--- src/rtl/fifo_arb_pkg.sv ---
// Shared types and width helpers for the FIFO write-port arbiter.
// Optional per-requester grant statistics are enabled with FIFO_ARB_STATS_EN.
package fifo_arb_pkg;

    typedef enum logic [0:0] {
        IDLE  = 1'b0,
        GRANT = 1'b1
    } arb_state_t;

    localparam int unsigned STAT_W = 16;

    // Index width for n requesters; never collapses to zero bits.
    function automatic int unsigned idx_width(input int unsigned n);
        return (n > 1) ? $clog2(n) : 1;
    endfunction

endpackage

--- src/rtl/fifo_write_arbiter_rr_pick.sv ---
// Combinational round-robin picker: the first requester strictly after last_id
// (wrapping modulo NUM_REQ) wins; last_id itself has the lowest priority.
module rr_pick
    import fifo_arb_pkg::*;
#(
    parameter int unsigned NUM_REQ = 4,
    parameter int unsigned IDX_W   = idx_width(NUM_REQ)
) (
    input  logic [NUM_REQ-1:0] req,
    input  logic [IDX_W-1:0]   last_id,
    output logic               any,
    output logic [IDX_W-1:0]   winner
);

    logic w_found;

    always_comb begin
        any     = |req;
        winner  = '0;
        w_found = 1'b0;
        for (int unsigned k = 1; k <= NUM_REQ; k++) begin
            if (!w_found && req[(32'(last_id) + k) % NUM_REQ]) begin
                winner  = IDX_W'((32'(last_id) + k) % NUM_REQ);
                w_found = 1'b1;
            end
        end
    end

endmodule

--- src/rtl/fifo_write_arbiter.sv ---
// Round-robin bounded-burst arbiter in front of the Asynch_FIFO write port.
// Define FIFO_ARB_STATS_EN to add saturating per-requester grant counters.
module fifo_write_arbiter
    import fifo_arb_pkg::*;
#(
    parameter int unsigned NUM_REQ   = 4,
    parameter int unsigned DATASIZE  = 8,
    parameter int unsigned MAX_BURST = 4
) (
    input  logic                          write_clk,
    input  logic                          write_rst,
    input  logic [NUM_REQ-1:0]            req_valid,
    input  logic [NUM_REQ*DATASIZE-1:0]   req_data,
    output logic [NUM_REQ-1:0]            req_ready,
    input  logic                          write_full,
    output logic                          write_inc,
    output logic [DATASIZE-1:0]           write_data,
    output logic [idx_width(NUM_REQ)-1:0] grant_id,
    output logic                          busy
`ifdef FIFO_ARB_STATS_EN
    ,
    output logic [NUM_REQ*STAT_W-1:0]     grant_count
`endif
);

    localparam int unsigned      IDX_W     = idx_width(NUM_REQ);
    localparam int unsigned      CNT_W     = $clog2(MAX_BURST + 1);
    localparam logic [CNT_W-1:0] LAST_BEAT = CNT_W'(MAX_BURST - 1);
    localparam logic [IDX_W-1:0] RST_LAST  = IDX_W'(NUM_REQ - 1);

    arb_state_t       r_state, w_state_next;
    logic [IDX_W-1:0] r_grant_id, w_grant_id_next;
    logic [IDX_W-1:0] r_last_id, w_last_id_next;
    logic [CNT_W-1:0] r_burst_cnt, w_burst_cnt_next;

    logic             w_any;
    logic [IDX_W-1:0] w_winner;
    logic             w_owner_valid;
    logic             w_xfer;
    logic             w_award;

    rr_pick #(
        .NUM_REQ (NUM_REQ),
        .IDX_W   (IDX_W)
    ) u_rr_pick (
        .req     (req_valid),
        .last_id (r_last_id),
        .any     (w_any),
        .winner  (w_winner)
    );

    assign w_owner_valid = req_valid[r_grant_id];
    // write_full gates the write combinationally so nothing is pushed into a full FIFO.
    assign w_xfer        = (r_state == GRANT) && w_owner_valid && !write_full;
    assign w_award       = (r_state == IDLE) && w_any;

    always_ff @(posedge write_clk) begin
        if (write_rst) begin
            r_state     <= IDLE;
            r_grant_id  <= '0;
            r_last_id   <= RST_LAST;
            r_burst_cnt <= '0;
        end else begin
            r_state     <= w_state_next;
            r_grant_id  <= w_grant_id_next;
            r_last_id   <= w_last_id_next;
            r_burst_cnt <= w_burst_cnt_next;
        end
    end

    always_comb begin
        w_state_next     = r_state;
        w_grant_id_next  = r_grant_id;
        w_last_id_next   = r_last_id;
        w_burst_cnt_next = r_burst_cnt;

        req_ready  = '0;
        write_inc  = w_xfer;
        write_data = req_data[r_grant_id*DATASIZE +: DATASIZE];
        grant_id   = r_grant_id;
        busy       = (r_state == GRANT);

        case (r_state)
            IDLE: begin
                if (w_any) begin
                    w_state_next     = GRANT;
                    w_grant_id_next  = w_winner;
                    w_burst_cnt_next = '0;
                end
            end
            GRANT: begin
                if (w_xfer) begin
                    req_ready[r_grant_id] = 1'b1;
                    w_burst_cnt_next      = r_burst_cnt + CNT_W'(1);
                end
                // A full stall holds the grant; only a finished burst or a dropped
                // request gives the port back.
                if ((w_xfer && (r_burst_cnt == LAST_BEAT)) || !w_owner_valid) begin
                    w_state_next   = IDLE;
                    w_last_id_next = r_grant_id;
                end
            end
            default: begin
                w_state_next = IDLE;
            end
        endcase
    end

`ifdef FIFO_ARB_STATS_EN
    for (genvar g = 0; g < NUM_REQ; g++) begin : g_stat
        logic [STAT_W-1:0] r_grant_cnt;

        always_ff @(posedge write_clk) begin
            if (write_rst) begin
                r_grant_cnt <= '0;
            end else if (w_award && (w_winner == IDX_W'(g)) && (r_grant_cnt != '1)) begin
                r_grant_cnt <= r_grant_cnt + STAT_W'(1);
            end
        end

        assign grant_count[g*STAT_W +: STAT_W] = r_grant_cnt;
    end
`endif

endmodule

--- config.mk ---
export PLATFORM = sky130hd
export DESIGN_NAME = fifo_write_arbiter
export DESIGN_NICKNAME = d
export VERILOG_FILES = /design/src/rtl/fifo_arb_pkg.sv /design/src/rtl/fifo_write_arbiter_rr_pick.sv /design/src/rtl/fifo_write_arbiter.sv
export SDC_FILE = /design/constraint.sdc
export NUM_CORES = 1
export LEC_CHECK = 0
export CAP_MARGIN = 20
export CORE_AREA = 2 2 39 41
export CTS_CLUSTER_DIAMETER = 120
export CTS_CLUSTER_SIZE = 25
export DETAILED_ROUTE_END_ITERATION = 10
export DIE_AREA = 0 0 41 43
export DONT_BUFFER_PORTS = 1
export PLACE_DENSITY = 0.75
export SYNTH_ARGS = -nofsm -noshare
export SYNTH_HDL_FRONTEND = slang
export SYNTH_SLANG_ARGS = --single-unit
--- constraint.sdc ---
create_clock -name write_clk -period 3.9 [get_ports write_clk]
set_input_delay 0.39 -clock write_clk [delete_from_list [all_inputs] [get_ports write_clk]]
set_output_delay 0.39 -clock write_clk [all_outputs]
set_load 0.01 [all_outputs]
==> results.md, run 1 <==
* Routability Congestion at approximately 0.7
* DRC Markers at 0
* Hold depth at 1
* Worst endpoint required time at between 3 and 4 ns
* GRT Resource Usage Total at approximately 22%
* Post-synth ARST share at 0%
* Post-CTS Hold Fix Bufs at 0
* Setup-failing EPs final at 0
* Area delta synth->final at 0.792%
* Total CTS buffers at 3
* Slew @ Worst Pin at 0.838 ns
* Avg Inst Size Synth at between 9 and 10 µm²
* Setup TNS at 0 ns
* Capturing point of the worst reg2reg path: r_burst_cnt[0]
* First-pass GRT wire length at 2610 µm
* Distinct cells, synth at 36
* Area leader, netlist: dfxtp_1
* # rows at 14
* Routed len/inst at 19.3 µm
* Post-DRT Antenna Nets at 0
* CP arrival at 1.90 ns
* Setup CP Type: flop to output pin
* Area post-placement at 773 µm²
* Pint at 0.000169 W
* Most used DFF post-synth: dfxtp_1
* Syn nets at around 120
* Yosys reg bits at 8
* Final period utilization at between 50% and 60%
* Grt ovf at 0
* Die X-Extent at a little over 40 µm
* Max-Cap Viols at 0
* # nets final at 120
* Final Skew at 0.00542 ns
* Worst IR Drop VDD at 0.000202 V
* FF-to-FF Start: grant_id[0]
* Worst Setup End Kind: output pin
* Hold EP: grant_id[0]
* Fin crit period at around 2.3 ns
* Clock Latency Late Sink at 0.25 ns
* I/O pins at 55
* Die Ht at 43 µm
* Initial core utilization at 57.1%
* Clock sink count at 8
* F_max at 436 MHz
* Ranking of synthesized cells by area: dfxtp_1 20%, mux4_1 20%, mux4_2 8.6%
* Design Power at 0.000253 W
* Vias/cell at around 7.3
* R2R depth at 4
* Fraction of power spent switching nets at 33.3%
* Synth top area share at about a fifth
* Core Area at 1380 µm²
* CTS H-tree lvls at 1
* Clock group share of total power at 24.0%
* Design area at roughly 800 µm²
* Post-synthesis sequential area ratio at 20.3%
* Synthesized instance count at 81
* FF-to-FF setup slack at 1.84 ns
* Antenna cell count at 0
* Crit path launch type: flop
* Worst hold start: write_rst
* Hold Fails Final Rpt at 0
* Multi-input logic area at between 500 and 600 µm²
* Die area at 1760 µm²
* Comb power frac at 30.4%
* Pin count of the biggest net entering global routing at 20
* Sequential cell area at about 160 µm²
* Filler instances at 125
* PortBufs at 0
* LEAKAGE at 0.307 nW
* Yosys Warn Count at 0
* Min-Delay Path Class: input pin to flop
* RSZ-0062 raised after global routing: false
* Final slew viol count at 0
* Worst slew margin at between 40% and 50%
* EDFF count, synth at 0
* Post-CTS sizing at 0
* Synthesized area at 790 µm²
* Starting DRT DRC Count at 4
* CP Max Fanout at 19
* Number of global-route vias before repair at ~620
* Most frequent cells after synthesis: 8 x dfxtp_1, 8 x nor2_1, 7 x nand2_1
* DP HPWL at 1410 µm
* Seq pwr share at 45.6%
* Root buf cell: clkbuf_4
* Status: completed
* CTS Buffer Depth at 2
* Post-CTS setup buffer count at 0
* Clock transition at path regs at ~0.050 ns
* Power Density at 318 nW/µm²
* DR pass1 iterations at 4
* Via count at slightly below 700
* Psw at around 0.000084 W
* Share of cells above drive strength 1 at between 10% and 20%
* TritonCTS clock tree: yes
* Initial antenna violation count at 0
* Final WL at 1800 µm
## worst max-delay path, cell delays in order, from the launching register on
cell and delay, ns:
dfxtp_1 0.86, mux4_2 0.62, nand2_2 0.11, inv_2 0.06
## cell usage in the layout (no fill, tap or decap)
cell / n
o41ai_1: 2
and4_1: 1
a21oi_1: 3
ha_1: 2
nor3_1: 2
inv_2: 1
o221a_2: 1
nand2_1: 7
nand3_1: 1
mux2_2: 1
inv_1: 3
or3_1: 1
mux4_1: 6
o22ai_1: 1
a311oi_1: 1
o221ai_1: 1
nor4_1: 1
clkbuf_4: 3
nand4b_1: 1
nand2_2: 1
a211oi_1: 1
nand2b_1: 2
dfxtp_1: 8
mux2i_1: 5
nor4b_1: 1
o31ai_1: 1
nor2_1: 8
and4b_1: 1
o211ai_1: 1
nor2b_1: 4
mux4_2: 3
o21ai_0: 1
a21o_1: 1
## flip-flops by register name, indices dropped and copies added (netlist names)
register / cells
r_last_id: 2
grant_id: 2
r_burst_cnt: 3
busy: 1
## power groups by stage
stage	registers (W)	clock network, W	logic [W]
after floorplan	0.0000980	0	0.0000913
after global placement	0.000116	0	0.0000745
after detailed placement	0.000117	0	0.0000779
after CTS	0.000115	0.0000630	0.0000776
after global routing	0.000118	0.0000659	0.0000845
final	0.000115	0.0000607	0.0000769
## area by class of cell
class                      instances  area share [%]
tap                               16            2.52
clock buffer                       3            2.83
inverter                           4            1.89
sequential                         8            20.1
multi-input combinational         62            72.6
## layer usage
metal | GRT usage [%] | up-vias | routed length (µm)
met5 | 0 | - | 0
met4 | 8.00 | 0 | 11
met3 | 6.81 | 2 | 190
met2 | 34.7 | 33 | 916
met1 | 25.3 | 329 | 678
li1 | - | 314 | -
## stage by stage
stage                     hold slack [ns]  setup slack, ns  instances  util, %
after floorplan                     0.445             2.10         81        -
after global placement              0.457             1.89         90     55.9
after detailed placement            0.465             1.85         90     55.9
after CTS                           0.204             1.61         93     57.5
after global routing                0.200             1.49         93     57.5
final                               0.210             1.61         93     57.5
## how the worst max path moves through the flow
stage,depth (start not counted),startpoint,slack (ns),to
floorplan,3,grant_id[0],2.10,write_data[0]
global placement,4,grant_id[0],1.89,r_burst_cnt[0]
detailed placement,4,grant_id[0],1.85,r_burst_cnt[0]
CTS,3,grant_id[0],1.61,write_inc
global route,3,grant_id[0],1.49,write_inc
finish,3,grant_id[0],1.61,write_inc
## logic make-up after synthesis
group / count (synthesis) / share of synthesized area [%]
adder cells (fa/ha/maj): 2 / 3.17
AO/OA/AOI/OAI: 14 / 13.0
flip-flops: 8 / 20.3
buffers and inverters: 11 / 6.50
AND/OR/NAND/NOR: 31 / 20.8
multiplexers: 15 / 36.3
No activity file was read; power rests on OpenSTA's default activity.
==> inputs of run 2 (changes only) <==
--- a/config.mk
+++ b/config.mk
@@ -6,13 +6,12 @@
 export NUM_CORES = 1
 export LEC_CHECK = 0
 export CAP_MARGIN = 20
-export CORE_AREA = 2 2 39 41
+export CORE_UTILIZATION = 54
 export CTS_CLUSTER_DIAMETER = 120
 export CTS_CLUSTER_SIZE = 25
 export DETAILED_ROUTE_END_ITERATION = 10
-export DIE_AREA = 0 0 41 43
 export DONT_BUFFER_PORTS = 1
-export PLACE_DENSITY = 0.75
+export PLACE_DENSITY = 0.72
 export SYNTH_ARGS = -nofsm -noshare
 export SYNTH_HDL_FRONTEND = slang
 export SYNTH_SLANG_ARGS = --single-unit
==> constraint.sdc (replaced) <==
create_clock -name write_clk -period 2.05 [get_ports write_clk]
set_input_delay 0.205 -clock write_clk [delete_from_list [all_inputs] [get_ports write_clk]]
set_output_delay 0.205 -clock write_clk [all_outputs]
set_load 0.01 [all_outputs]
==> run 2 against run 1 <==
  * First-iteration DRC count rose to 2.5 times the previous value
  * Sequential share of layout area fell by 0.52 points
  * Final area rose by 2.7%
  * Highest routed layer unchanged
==> results.md, run 2 (synthesized netlist as in run 1, its figures left out) <==
* Status: completed
* Worst slew margin at 60.8%
* Seq pwr share at 39.1%
* Final Skew at 0.00431 ns
* CP Max Fanout at 18
* PortBufs at 0
* Max reg flops at 3
* Routed len/inst at 17.2 µm
* Setup-failing EPs final at 0
* Post-CTS sizing at 0
* Crit-path max cell delay at 0.66 ns
* Fin crit period at 1.73 ns
* Crit path launch type: flop
* Slew @ Worst Pin at about 0.58 ns
* DP HPWL at 1280 µm
* CTS H-tree lvls at 1
* Number of global-route vias before repair at 477
* CTS Buffer Depth at 2
* Post-DRT Antenna Nets at 0
* Clock group share of total power at between 20 and 25%
* Final WL at approximately 1600 µm
* Power Density at 609 nW/µm²
* I/O pins at 55
* Area delta synth->final at 3.49%
* Min-Delay Path Class: input pin to flop
* Clock transition at path regs at approximately 0.06 ns
* Final slew viol count at 0
* Final Util at about 61%
* Max-Cap Viols at 0
* Post-CTS setup buffer count at 0
* Antenna cell count at 0
* Final period utilization at 84.3%
* Area post-placement at 795 µm²
* Dpl cells at 92
* First-pass GRT wire length at 1990 µm
* # nets final at 123
* Hold Fails Final Rpt at 0
* CP arrival at roughly 1.5 ns
* GRT Resource Usage Total at 18.9%
* Comb power frac at 36.1%
* Starting DRT DRC Count at 10
* DRC Markers at 0
* Pint at between 0.0003 and 0.0004 W
* Total CTS buffers at 3
* Setup TNS at 0 ns
* Fraction of power spent switching nets at 33.8%
* Initial antenna violation count at 0
* Psw at 0.000168 W
* Root buf cell: clkbuf_4
* Vias/cell at roughly 7
* Die Ht at 40.2 µm
* Pin count of the biggest net entering global routing at 19
* F_max at 579 MHz
* # rows at 13
* Filler instances at 114
* Clock Latency Late Sink at about 0.26 ns
* Share of cells above drive strength 1 at 16.3%
* Routability Congestion at 0.754
* Post-CTS Hold Fix Bufs at 0
* Crit-path cells: buf_4 -> mux4_1
* Worst Setup End Kind: output pin
* Slowest CP cell: mux4_1
* Worst endpoint required time at 1.85 ns
* DR pass1 iterations at 4
* Initial core utilization at 59.2%
* Die area at 1620 µm²
* Grt ovf at 0
* Top reg by flops: r_burst_cnt
* Via count at 662
* TritonCTS clock tree: yes
* Sequential cell area at between 150 and 200 µm²
* Die X-Extent at 40.2 µm
* RSZ-0062 raised after global routing: false
* Setup CP Type: flop to output pin
* Most frequent cells in the layout: 8 x nor2_1, 8 x dfxtp_1, 7 x nand2_1, 6 x mux4_1, 5 x mux2i_1
* Finished Layout Cells at 95
* Core Area at 1330 µm²
* Design area at 817 µm²
* Clock sink count at 8
* Multi-input logic area at between 500 and 600 µm²
* Worst IR Drop VDD at ~0.00036 V
* LEAKAGE at 0.323 nW
[run 2: cell types whose count changed in the layout (fill, tap and decap cells not counted)]
| cell | before | now |
|---|---|---|
| buf_4 | 0 | 3 |
[run 2: per-layer routing]
layer  routed length (µm)  GRT usage [%]  vias to the layer above
met2                  742           30.2                       42
li1                     -              -                      318
met1                  647           23.6                      297
met4                   33           12.5                        0
met3                  208           2.22                        5
met5                    0              0                        -
[run 2: per-stage QoR]
stage / total power (W) / setup WS, ns / hold WS, ns
2_1_floorplan: 0.000360 / 0.436 / 0.384
3_3_place_gp: 0.000378 / 0.583 / 0.279
3_5_place_dp: 0.000380 / 0.547 / 0.282
4_1_cts: 0.000500 / 0.309 / 0.0117
5_1_grt: 0.000529 / 0.247 / 0.00449
6_report: 0.000498 / 0.322 / 0.0137
[run 2: cell type report]
class                           count  area share [%]
Timing Repair Buffer                3            2.76
Inverter                            4            1.84
Tap cell                           15            2.30
Sequential cell                     8            19.6
Multi-Input combinational cell     62            70.8
Clock buffer                        3            2.76
[run 2: path summary, 6_finish.rpt]
path	from	endpoint	slack (ns)	cells after the start
max	grant_id[0]	write_data[1]	0.32	2
min	write_rst	grant_id[1]	0.01	1
max reg2reg	grant_id[1]	r_last_id[1]	0.54	5
min reg2reg	r_burst_cnt[2]	r_burst_cnt[2]	0.48	2
[run 2: power groups by stage]
stage / combinational [W] / sequential, W / clock [W]
2_1_floorplan: 0.000174 / 0.000186 / 0
3_3_place_gp: 0.000181 / 0.000197 / 0
3_5_place_dp: 0.000182 / 0.000198 / 0
4_1_cts: 0.000182 / 0.000195 / 0.000124
5_1_grt: 0.000197 / 0.000197 / 0.000135
6_report: 0.000180 / 0.000195 / 0.000124
[run 2: critical path, delay by kind of cell (launching register included)]
| kind | cells | cell delay, ns |
|---|---|---|
| buf+inv | 1 | 0.26 |
| mux | 1 | 0.66 |
| flops | 1 | 0.35 |
